`src/rtl/isolator_sr_host_if.sv`:
```
// Serial link between the host and the isolator's shift registers.
// The host drives the clocks and outbound data; the isolator returns two serial streams.
interface isolator_sr_host_if;
  logic mclk;
  logic srclk;
  logic dmcs;
  logic amcs;
  logic clksel;
  logic dirchan;
  logic aovf;

  modport master (
    output mclk, srclk, dmcs, amcs, clksel,
    input  dirchan, aovf
  );

  modport slave (
    input  mclk, srclk, dmcs, amcs, clksel,
    output dirchan, aovf
  );
endinterface

```
`src/rtl/isolator_sr_host.sv`:
```
// Frame engine for the isolator link: 16 cycles shifting 8 bits at clk/2, then a 2-cycle latch.
// Status from the isolator is only trusted from the second frame of a run onward.
module isolator_sr_host (
  input  logic               clk,
  input  logic               reset,
  input  logic               enable,
  input  logic [3:0]         dmcs_par,
  input  logic [3:0]         amcs_par,
  input  logic [3:0]         clksel_par,
  isolator_sr_host_if.master iso,
  output logic [3:0]         slot_dir,
  output logic [3:0]         slot_chan,
  output logic [3:0]         aovfl,
  output logic [3:0]         aovfr,
  output logic               rx_valid,
  output logic               busy
);

  typedef enum logic [1:0] {
    IDLE  = 2'd0,
    SHIFT = 2'd1,
    LATCH = 2'd2
  } state_t;

  state_t     state_q, state_d;
  logic [2:0] cnt_q, cnt_d;
  logic       phase_q, phase_d;
  logic       lcnt_q, lcnt_d;
  logic       primed_q, primed_d;
  logic [7:0] tx_dmcs_q, tx_dmcs_d;
  logic [7:0] tx_amcs_q, tx_amcs_d;
  logic [7:0] tx_clksel_q, tx_clksel_d;
  logic [7:0] rx_dir_q, rx_dir_d;
  logic [7:0] rx_aovf_q, rx_aovf_d;
  logic [3:0] slot_dir_q, slot_dir_d;
  logic [3:0] slot_chan_q, slot_chan_d;
  logic [3:0] aovfl_q, aovfl_d;
  logic [3:0] aovfr_q, aovfr_d;
  logic       rx_valid_q, rx_valid_d;
  logic       start_frame;
  logic       mclk_c, srclk_c, dmcs_c, amcs_c, clksel_c;

  // aovf word interleaves left/right flags per slot, left in the even bit.
  function automatic logic [3:0] even_bits(input logic [7:0] w);
    return {w[6], w[4], w[2], w[0]};
  endfunction

  function automatic logic [3:0] odd_bits(input logic [7:0] w);
    return {w[7], w[5], w[3], w[1]};
  endfunction

  always_comb begin
    state_d     = state_q;
    cnt_d       = cnt_q;
    phase_d     = phase_q;
    lcnt_d      = lcnt_q;
    primed_d    = primed_q;
    tx_dmcs_d   = tx_dmcs_q;
    tx_amcs_d   = tx_amcs_q;
    tx_clksel_d = tx_clksel_q;
    rx_dir_d    = rx_dir_q;
    rx_aovf_d   = rx_aovf_q;
    slot_dir_d  = slot_dir_q;
    slot_chan_d = slot_chan_q;
    aovfl_d     = aovfl_q;
    aovfr_d     = aovfr_q;
    rx_valid_d  = 1'b0;
    start_frame = 1'b0;
    mclk_c      = 1'b0;
    srclk_c     = 1'b0;
    dmcs_c      = 1'b0;
    amcs_c      = 1'b0;
    clksel_c    = 1'b0;

    case (state_q)
      IDLE: begin
        if (enable) start_frame = 1'b1;
      end
      SHIFT: begin
        mclk_c   = phase_q;
        dmcs_c   = tx_dmcs_q[3'd7 - cnt_q];
        amcs_c   = tx_amcs_q[3'd7 - cnt_q];
        clksel_c = tx_clksel_q[3'd7 - cnt_q];
        if (!phase_q) begin
          // This edge is the mclk rise, where the isolator's data is valid.
          phase_d   = 1'b1;
          rx_dir_d  = {rx_dir_q[6:0], iso.dirchan};
          rx_aovf_d = {rx_aovf_q[6:0], iso.aovf};
        end else begin
          phase_d = 1'b0;
          if (cnt_q == 3'd7) begin
            state_d  = LATCH;
            lcnt_d   = 1'b0;
            primed_d = 1'b1;
            if (primed_q) begin
              slot_dir_d  = rx_dir_q[3:0];
              slot_chan_d = rx_dir_q[7:4];
              aovfl_d     = even_bits(rx_aovf_q);
              aovfr_d     = odd_bits(rx_aovf_q);
              rx_valid_d  = 1'b1;
            end
          end else begin
            cnt_d = cnt_q + 3'd1;
          end
        end
      end
      LATCH: begin
        srclk_c = ~lcnt_q;
        if (!lcnt_q) begin
          lcnt_d = 1'b1;
        end else if (enable) begin
          start_frame = 1'b1;
        end else begin
          state_d  = IDLE;
          primed_d = 1'b0;
        end
      end
      default: begin
        state_d = IDLE;
      end
    endcase

    if (start_frame) begin
      state_d     = SHIFT;
      cnt_d       = 3'd0;
      phase_d     = 1'b0;
      tx_dmcs_d   = {4'b0, dmcs_par};
      tx_amcs_d   = {4'b0, amcs_par};
      tx_clksel_d = {4'b0, clksel_par};
    end
  end

  always_ff @(posedge clk) begin
    if (!reset) begin
      state_q     <= IDLE;
      cnt_q       <= 3'd0;
      phase_q     <= 1'b0;
      lcnt_q      <= 1'b0;
      primed_q    <= 1'b0;
      tx_dmcs_q   <= 8'd0;
      tx_amcs_q   <= 8'd0;
      tx_clksel_q <= 8'd0;
      rx_dir_q    <= 8'd0;
      rx_aovf_q   <= 8'd0;
      slot_dir_q  <= 4'd0;
      slot_chan_q <= 4'd0;
      aovfl_q     <= 4'd0;
      aovfr_q     <= 4'd0;
      rx_valid_q  <= 1'b0;
    end else begin
      state_q     <= state_d;
      cnt_q       <= cnt_d;
      phase_q     <= phase_d;
      lcnt_q      <= lcnt_d;
      primed_q    <= primed_d;
      tx_dmcs_q   <= tx_dmcs_d;
      tx_amcs_q   <= tx_amcs_d;
      tx_clksel_q <= tx_clksel_d;
      rx_dir_q    <= rx_dir_d;
      rx_aovf_q   <= rx_aovf_d;
      slot_dir_q  <= slot_dir_d;
      slot_chan_q <= slot_chan_d;
      aovfl_q     <= aovfl_d;
      aovfr_q     <= aovfr_d;
      rx_valid_q  <= rx_valid_d;
    end
  end

  assign iso.mclk   = mclk_c;
  assign iso.srclk  = srclk_c;
  assign iso.dmcs   = dmcs_c;
  assign iso.amcs   = amcs_c;
  assign iso.clksel = clksel_c;
  assign slot_dir   = slot_dir_q;
  assign slot_chan  = slot_chan_q;
  assign aovfl      = aovfl_q;
  assign aovfr      = aovfr_q;
  assign rx_valid   = rx_valid_q;
  assign busy       = (state_q != IDLE);

endmodule
```
`src/flat_wrapper.sv`:
```
// flat-port wrapper written by rule: the top's interface ports become plain ports
module isolator_sr_host_flat 
  (clk, reset, enable, dmcs_par, amcs_par, clksel_par, slot_dir, slot_chan, aovfl, aovfr, rx_valid, busy, iso_mclk, iso_srclk, iso_dmcs, iso_amcs, iso_clksel, iso_dirchan, iso_aovf);
  isolator_sr_host_if iso_i ();
  input  logic clk;
  input  logic reset;
  input  logic enable;
  input  logic [3:0] dmcs_par;
  input  logic [3:0] amcs_par;
  input  logic [3:0] clksel_par;
  output logic [3:0] slot_dir;
  output logic [3:0] slot_chan;
  output logic [3:0] aovfl;
  output logic [3:0] aovfr;
  output logic rx_valid;
  output logic busy;
  output wire logic [$bits(iso_i.mclk)-1:0] iso_mclk;
  output wire logic [$bits(iso_i.srclk)-1:0] iso_srclk;
  output wire logic [$bits(iso_i.dmcs)-1:0] iso_dmcs;
  output wire logic [$bits(iso_i.amcs)-1:0] iso_amcs;
  output wire logic [$bits(iso_i.clksel)-1:0] iso_clksel;
  input wire logic [$bits(iso_i.dirchan)-1:0] iso_dirchan;
  input wire logic [$bits(iso_i.aovf)-1:0] iso_aovf;
  assign iso_mclk = iso_i.mclk;
  assign iso_srclk = iso_i.srclk;
  assign iso_dmcs = iso_i.dmcs;
  assign iso_amcs = iso_i.amcs;
  assign iso_clksel = iso_i.clksel;
  assign iso_i.dirchan = iso_dirchan;
  assign iso_i.aovf = iso_aovf;
  isolator_sr_host u_core (.clk(clk), .reset(reset), .enable(enable), .dmcs_par(dmcs_par), .amcs_par(amcs_par), .clksel_par(clksel_par), .iso(iso_i), .slot_dir(slot_dir), .slot_chan(slot_chan), .aovfl(aovfl), .aovfr(aovfr), .rx_valid(rx_valid), .busy(busy));
endmodule
```
`config.mk`:
```
export PLATFORM = sky130hd
export DESIGN_NAME = isolator_sr_host_flat
export DESIGN_NICKNAME = d
export VERILOG_FILES = /design/src/rtl/isolator_sr_host_if.sv /design/src/rtl/isolator_sr_host.sv /design/src/flat_wrapper.sv
export SDC_FILE = /design/constraint.sdc
export NUM_CORES = 1
export LEC_CHECK = 0
export ABC_AREA = 1
export ABC_CLOCK_PERIOD_IN_PS = 1400
export CORE_MARGIN = 5
export CORE_UTILIZATION = 46
export CTS_CLUSTER_SIZE = 40
export DETAILED_ROUTE_END_ITERATION = 16
export PLACE_DENSITY = 0.8
export SKIP_LAST_GASP = 1
export SYNTH_ARGS = -nofsm -noshare
export SYNTH_HDL_FRONTEND = slang
export SYNTH_SLANG_ARGS = --single-unit
```
`constraint.sdc`:
```
create_clock -name clk -period 1.4 [get_ports clk]
set_input_delay 0.28 -clock clk [delete_from_list [all_inputs] [get_ports clk]]
set_output_delay 0.28 -clock clk [all_outputs]
set_load 0.05 [all_outputs]
```
==> results_dict.tcl, run 1 <==
set metrics [dict create \
    status "complete, but fails checks" \
    violations "negative setup slack" \
    rsz0062_at_grt "yes" \
    drive_gt1_frac 0.559 \
    start_util 0.468 \
    grt_use_met3 0.0612 \
    vias 2576 \
    relSlewSlack 0.773 \
    hold_slack_ns 0.508 \
    chipHeight_um 78.9 \
    grtUsageTotal 0.244 \
    grt_max_degree 18 \
    regArea_sq_um 1070 \
    first_iter_violations 273 \
    post-route-util 0.871 \
    antenna_found_initial 0 \
    slowest_stage "dfxtp_2" \
    syn_inst 280 \
    ant_nets 0 \
    place_hpwl_mm 3.84 \
    crit_path_end_kind "output port" \
    final_cell_mix "dfxtp_1, buf_12, a21oi_2, buf_4" \
    htreeDepth 2 \
    hold-path-cell-count 2 \
    layout_setup_ws_ns -0.340 \
    critical_path_arrival_ns 1.46 \
    min_path_type "reg -> reg" \
    leakagePower_nw 1.51 \
    setup_viol 54 \
    ir_worst_vdd_mv 1.49 \
    global_route.usage.met2 0.441 \
    slowest_delay_ns 0.39 \
    multi_input_comb_area_sq_um 1600 \
    cts_hold_buf 0 \
    cp_num_buf_inv 2 \
    grt_pass1_wl_mm 11.8 \
    cp-start-kind "register" \
    grt_overflow 0 \
    cts.clk_slew.worst_paths_ns 0.10 \
    n_fill_cell 175 \
    gp_congestion 0.831 \
    die_area_sq_um 6220 \
    setup_tns_ns -9.04 \
    root_buffer "clkbuf_8" \
    met1_usage 0.277 \
    fin_crit_ns 1.74 \
    clockBufferDepth 2 \
    die_x_um 78.9 \
    power_density_nw_per_um2 1870 \
    clkLatencyLatePin_ns 0.33 \
    cp_num_cells 5 \
    core_sq_um 4660 \
    crit_type "reg -> out" \
    final_common_cell "dfxtp_1" \
    finalMaxSlewViolations 0 \
    diodes 0 \
    fin_skew_ns 0.0227 \
    hold_violations 0 \
    numCtsBuffers 5 \
    synth_fp_nets 303 \
    dr.pass1.iters 5 \
    io_pins 40 \
    num_rows 25 \
    crit_family "compound AO/OA/AOI/OAI gates" \
    vias_per_cell 6.15 \
    io_buffers 39 \
    tightest_slew_ns 0.339 \
    synth_cell_types 26 \
    drc 0 \
    grt_pass1_vias 2406 \
    drt_wl_total_mm 9.98 \
    syn_to_final_growth_pct 86.2 \
    cts_num_sinks 53 \
    busiest_layer "met2" \
    synth-seq-cells 53 \
    wl_per_cell_um 23.8 \
    required_ns 1.12 \
    yosys_warnings 0 \
    syn_avg_cell_area_sq_um 7.79 \
    max_freq_mhz 575 \
    crit_chain "inv_1 > a21oi_2 > o21ai_2 > a21oi_4 > buf_12" \
    yosysSeqAreaShare 0.487 \
    fin_crit_sh 1.24 \
    netlist_area_sq_um 2180 \
    reg2regPathDepth 10 \
    cap_viol_max_count 0 \
    cts_tree "done" \
    crit_fanout 4 \
    nets 387 \
]
repair_timing:
item	in CTS	in global routing
endpoints found under the setup margin	38	59
pin swaps	28	26
cloned	4	0
setup buffers	17	6
gates resized for setup	75	118
logic make-up (layout without fill, tap and decap cells):
group	count (synthesis)	count (layout)	synth area share
fa+ha+maj	6	6	0.0344
buf+inv	34	117	0.0757
xor+xnor	1	1	0.00402
flops	53	53	0.487
compound gates	74	74	0.174
simple gates	112	114	0.225
stage by stage:
step	total power, W	instances	area [sq um]	worst slack (ns)
floorplan	0.00347	280	2240	-0.102
global placement	0.00420	387	3040	-0.136
detailed placement	0.00430	387	3040	-0.200
CTS	0.00605	416	3640	-0.227
global route	0.00785	419	4060	-0.361
finish	0.00759	419	4060	-0.340
worst paths after layout:
path,start,slack [ns],to
worst max-delay path,u_core.cnt_q[1],-0.34,iso_amcs
worst min-delay path,u_core.slot_chan[0],0.51,u_core.slot_chan[0]
worst max register to register,u_core.state_q[1],-0.31,u_core.aovfr[1]
worst min register to register,u_core.slot_chan[0],0.51,u_core.slot_chan[0]
worst register-to-register path, cell delays in order (launching register included):
cell	delay (ns)
dfxtp_4	0.37
inv_4	0.08
ha_4	0.20
buf_12	0.12
nand2_4	0.06
nor3_4	0.24
buf_6	0.18
buf_12	0.11
nand2_8	0.09
nand2_2	0.10
a21oi_1	0.07
cell usage after synthesis, drive strengths merged:
cell | count | area share
clkbuf | 6 | 0.012
clkinv | 1 | 0.0017
ha | 6 | 0.034
o21a | 1 | 0.0034
nor3b | 1 | 0.0034
nor2 | 35 | 0.060
a21oi | 44 | 0.10
o21ai | 29 | 0.067
dfxtp | 53 | 0.49
buf | 6 | 0.024
nand2 | 45 | 0.082
nand4 | 1 | 0.0029
nand3 | 27 | 0.064
nor3 | 3 | 0.012
inv | 21 | 0.038
xor2 | 1 | 0.0040
power breakdown:
group | internal [W] | switching [W] | leakage [nW] | total, W
combinational | 0.00193 | 0.00242 | 1.03 | 0.00435
sequential | 0.00189 | 0.000433 | 0.434 | 0.00232
clock | 0.000359 | 0.000561 | 0.0456 | 0.000919
metal layers:
metal  wire [um]  vias to the layer above
li1            -                     1100
met4         520                        0
met3         729                       55
met2        5010                      185
met1        3720                     1236
met5           0                        -
registers in the layout, indices dropped and copies added, names as in the netlist:
| register | count |
|---|---|
| u_core.aovfl | 4 |
| u_core.aovfr | 4 |
| u_core.slot_chan | 4 |
| u_core.rx_valid | 1 |
| u_core.cnt_q | 3 |
| u_core.phase_q | 1 |
| u_core.tx_dmcs_q | 4 |
| u_core.rx_aovf_q | 8 |
| u_core.state_q | 2 |
| u_core.tx_amcs_q | 4 |
| u_core.lcnt_q | 1 |
| u_core.tx_clksel_q | 4 |
| u_core.slot_dir | 4 |
| u_core.primed_q | 1 |
| u_core.rx_dir_q | 8 |
layout make-up:
cell class,instances,share of cell area
repair buffers,87,0.280
well taps,54,0.0166
flip-flops and latches,53,0.264
multi-input cells,195,0.393
clock inverters,2,0.00339
clock buffers,6,0.0179
inverters,22,0.0250
Power figures use the tool's default switching activity.
==> run 2: changes to the inputs <==
--- a/config.mk
+++ b/config.mk
@@ -11,6 +11,7 @@
 export CORE_UTILIZATION = 46
 export CTS_CLUSTER_SIZE = 40
 export DETAILED_ROUTE_END_ITERATION = 16
+export MAX_ROUTING_LAYER = met4
 export PLACE_DENSITY = 0.8
 export SKIP_LAST_GASP = 1
 export SYNTH_ARGS = -nofsm -noshare
==> results_dict.tcl, run 2 (synthesis results as in run 1) <==
set metrics [dict create \
    status "complete, but fails checks" \
    violations "negative setup slack" \
    p_sw_frac 0.445 \
    n_fill_cell 189 \
    num_rows 25 \
    rsz0062_at_grt "yes" \
    met1_usage 0.282 \
    dp_slack_ns -0.200 \
    final_common_cell "dfxtp_1" \
    timing.rr.end "u_core.aovfr[1]" \
    p_int_w 0.00417 \
    drc 0 \
    busiest_layer "met2" \
    grt_use_met3 0.0556 \
    dr.pass1.iters 6 \
    vias_per_cell 6.26 \
    grtUsageTotal 0.251 \
    vias 2625 \
    seq_power_share 0.307 \
    core_sq_um 4660 \
    wl_per_cell_um 23.0 \
    slowest_stage "dfxtp_4" \
    numCtsBuffers 5 \
    reg2reg_from "u_core.state_q[1]" \
    relSlewSlack 0.783 \
    drt_wl_total_mm 9.62 \
    ir_worst_vdd_mv 1.17 \
    cp-start-kind "register" \
    placed_cell_area_sq_um 3040 \
    r2r_setup_slack_ns -0.32 \
    root_buffer "clkbuf_8" \
    first_iter_violations 258 \
    power_frac_clock 0.122 \
    crit_type "reg -> reg" \
    slowest_delay_ns 0.37 \
    cts_num_sinks 53 \
    io_pins 40 \
    min_path_type "reg -> reg" \
    chipHeight_um 78.9 \
    tightest_slew_ns 0.325 \
    min_from "u_core.rx_dir_q[5]" \
    layout_setup_ws_ns -0.320 \
    p_sw_w 0.00335 \
    reg_top3 "u_core.rx_aovf_q x8, u_core.rx_dir_q x8" \
    fin_crit_sh 1.23 \
    hold_violations 0 \
    setup_viol 55 \
    max_freq_mhz 581 \
    stdcell_area_sq_um 4050 \
    ant_nets 0 \
    clkLatencyLatePin_ns 0.33 \
    antenna_found_initial 0 \
    die_area_sq_um 6220 \
    dpl.cell_count 387 \
    nets 387 \
    hold_end "u_core.slot_chan[1]" \
    crit_chain "inv_4 > ha_4 > buf_12 > nand2_4 > nor3_4 > buf_4 > buf_8 > nand3_2 > a21oi_1" \
    gp_congestion 0.844 \
    finalMaxSlewViolations 0 \
    die_x_um 78.9 \
    leakagePower_nw 1.50 \
    syn_to_final_growth_pct 85.7 \
    hold-path-cell-count 2 \
    cts_hold_buf 0 \
    cts.clk_slew.worst_paths_ns 0.11 \
    stdcell_count 419 \
    reg2regPathDepth 9 \
    fin_crit_ns 1.72 \
    htreeDepth 2 \
    critical_path_arrival_ns 1.96 \
    start_util 0.468 \
    cap_viol_max_count 0 \
    crit_fanout 6 \
    combPwrFrac 0.571 \
    hold_slack_ns 0.503 \
    cts_tree "done" \
    fin_skew_ns 0.0167 \
    crit_path_end_kind "register" \
    drive_gt1_frac 0.559 \
    required_ns 1.64 \
    clockBufferDepth 2 \
    diodes 0 \
    grt_max_degree 18 \
    grt_pass1_vias 2404 \
    power_density_nw_per_um2 1860 \
    io_buffers 39 \
    grt_pass1_wl_mm 11.8 \
    final_cell_mix "dfxtp_1, buf_12, a21oi_2, buf_4" \
    place_hpwl_mm 3.84 \
    grt_overflow 0 \
    global_route.usage.met2 0.441 \
]
-- run 2: area by class of cell --
class,instances,area (sq um),area share
clock inverter,2,13.8,0.00340
tap,54,67.6,0.0167
sequential,53,1070,0.265
inverter,22,101,0.0250
timing repair buffer,87,1140,0.281
multi-input combinational,195,1590,0.392
clock buffer,6,72.6,0.0179
-- run 2: worst max path at each step --
stage                       from           endpoint  slack [ns]  cells after the start
5_1_grt          u_core.cnt_q[0]           iso_dmcs       -0.33                      5
3_5_place_dp              enable  u_core.state_q[1]       -0.20                      6
6_report       u_core.state_q[1]    u_core.aovfr[1]       -0.32                      9
2_1_floorplan    u_core.cnt_q[0]           iso_amcs       -0.10                      5
3_3_place_gp              enable  u_core.state_q[1]       -0.14                      6
4_1_cts          u_core.cnt_q[0]           iso_dmcs       -0.23                      5
-- run 2: power groups by stage --
stage | Sequential [W] | Combinational [W] | Clock (W)
2_1_floorplan | 0.00208 | 0.00139 | 0
3_3_place_gp | 0.00211 | 0.00209 | 0
3_5_place_dp | 0.00212 | 0.00218 | 0
4_1_cts | 0.00214 | 0.00303 | 0.000880
5_1_grt | 0.00234 | 0.00450 | 0.000961
6_report | 0.00231 | 0.00429 | 0.000920
-- run 2: timing repair --
action                                  4_1_cts  5_1_grt
pin swaps                                    28       26
setup buffers                                17        6
gates cloned                                  4        0
endpoints found under the setup margin       38       59
resized for setup                            75      116
-- run 2: layer usage --
metal  routed length, um  up-vias  share of wire
met5                   0        -              0
met4                 484        0          0.050
met3                 822       65          0.085
met2                4860      219           0.51
met1                3450     1242           0.36
li1                    -     1099              -
-- run 2: stage by stage --
step / util / setup TNS, ns / power [W]
6_report: 0.869 / -8.68 / 0.00752
2_1_floorplan: - / -1.10 / 0.00347
5_1_grt: 0.869 / -10.59 / 0.00779
3_3_place_gp: 0.653 / -1.66 / 0.00420
3_5_place_dp: 0.653 / -2.59 / 0.00430
4_1_cts: 0.781 / -5.42 / 0.00605
-- run 2: worst max-delay path, delay by kind of cell, from the launching register on --
| kind | cells | cell delay [ns] |
|---|---|---|
| DFF | 1 | 0.37 |
| AOI/OAI and AO/OA | 1 | 0.22 |
| and+or+nand+nor | 3 | 0.35 |
| adders and majority gates | 1 | 0.20 |
| buffers and inverters | 4 | 0.50 |
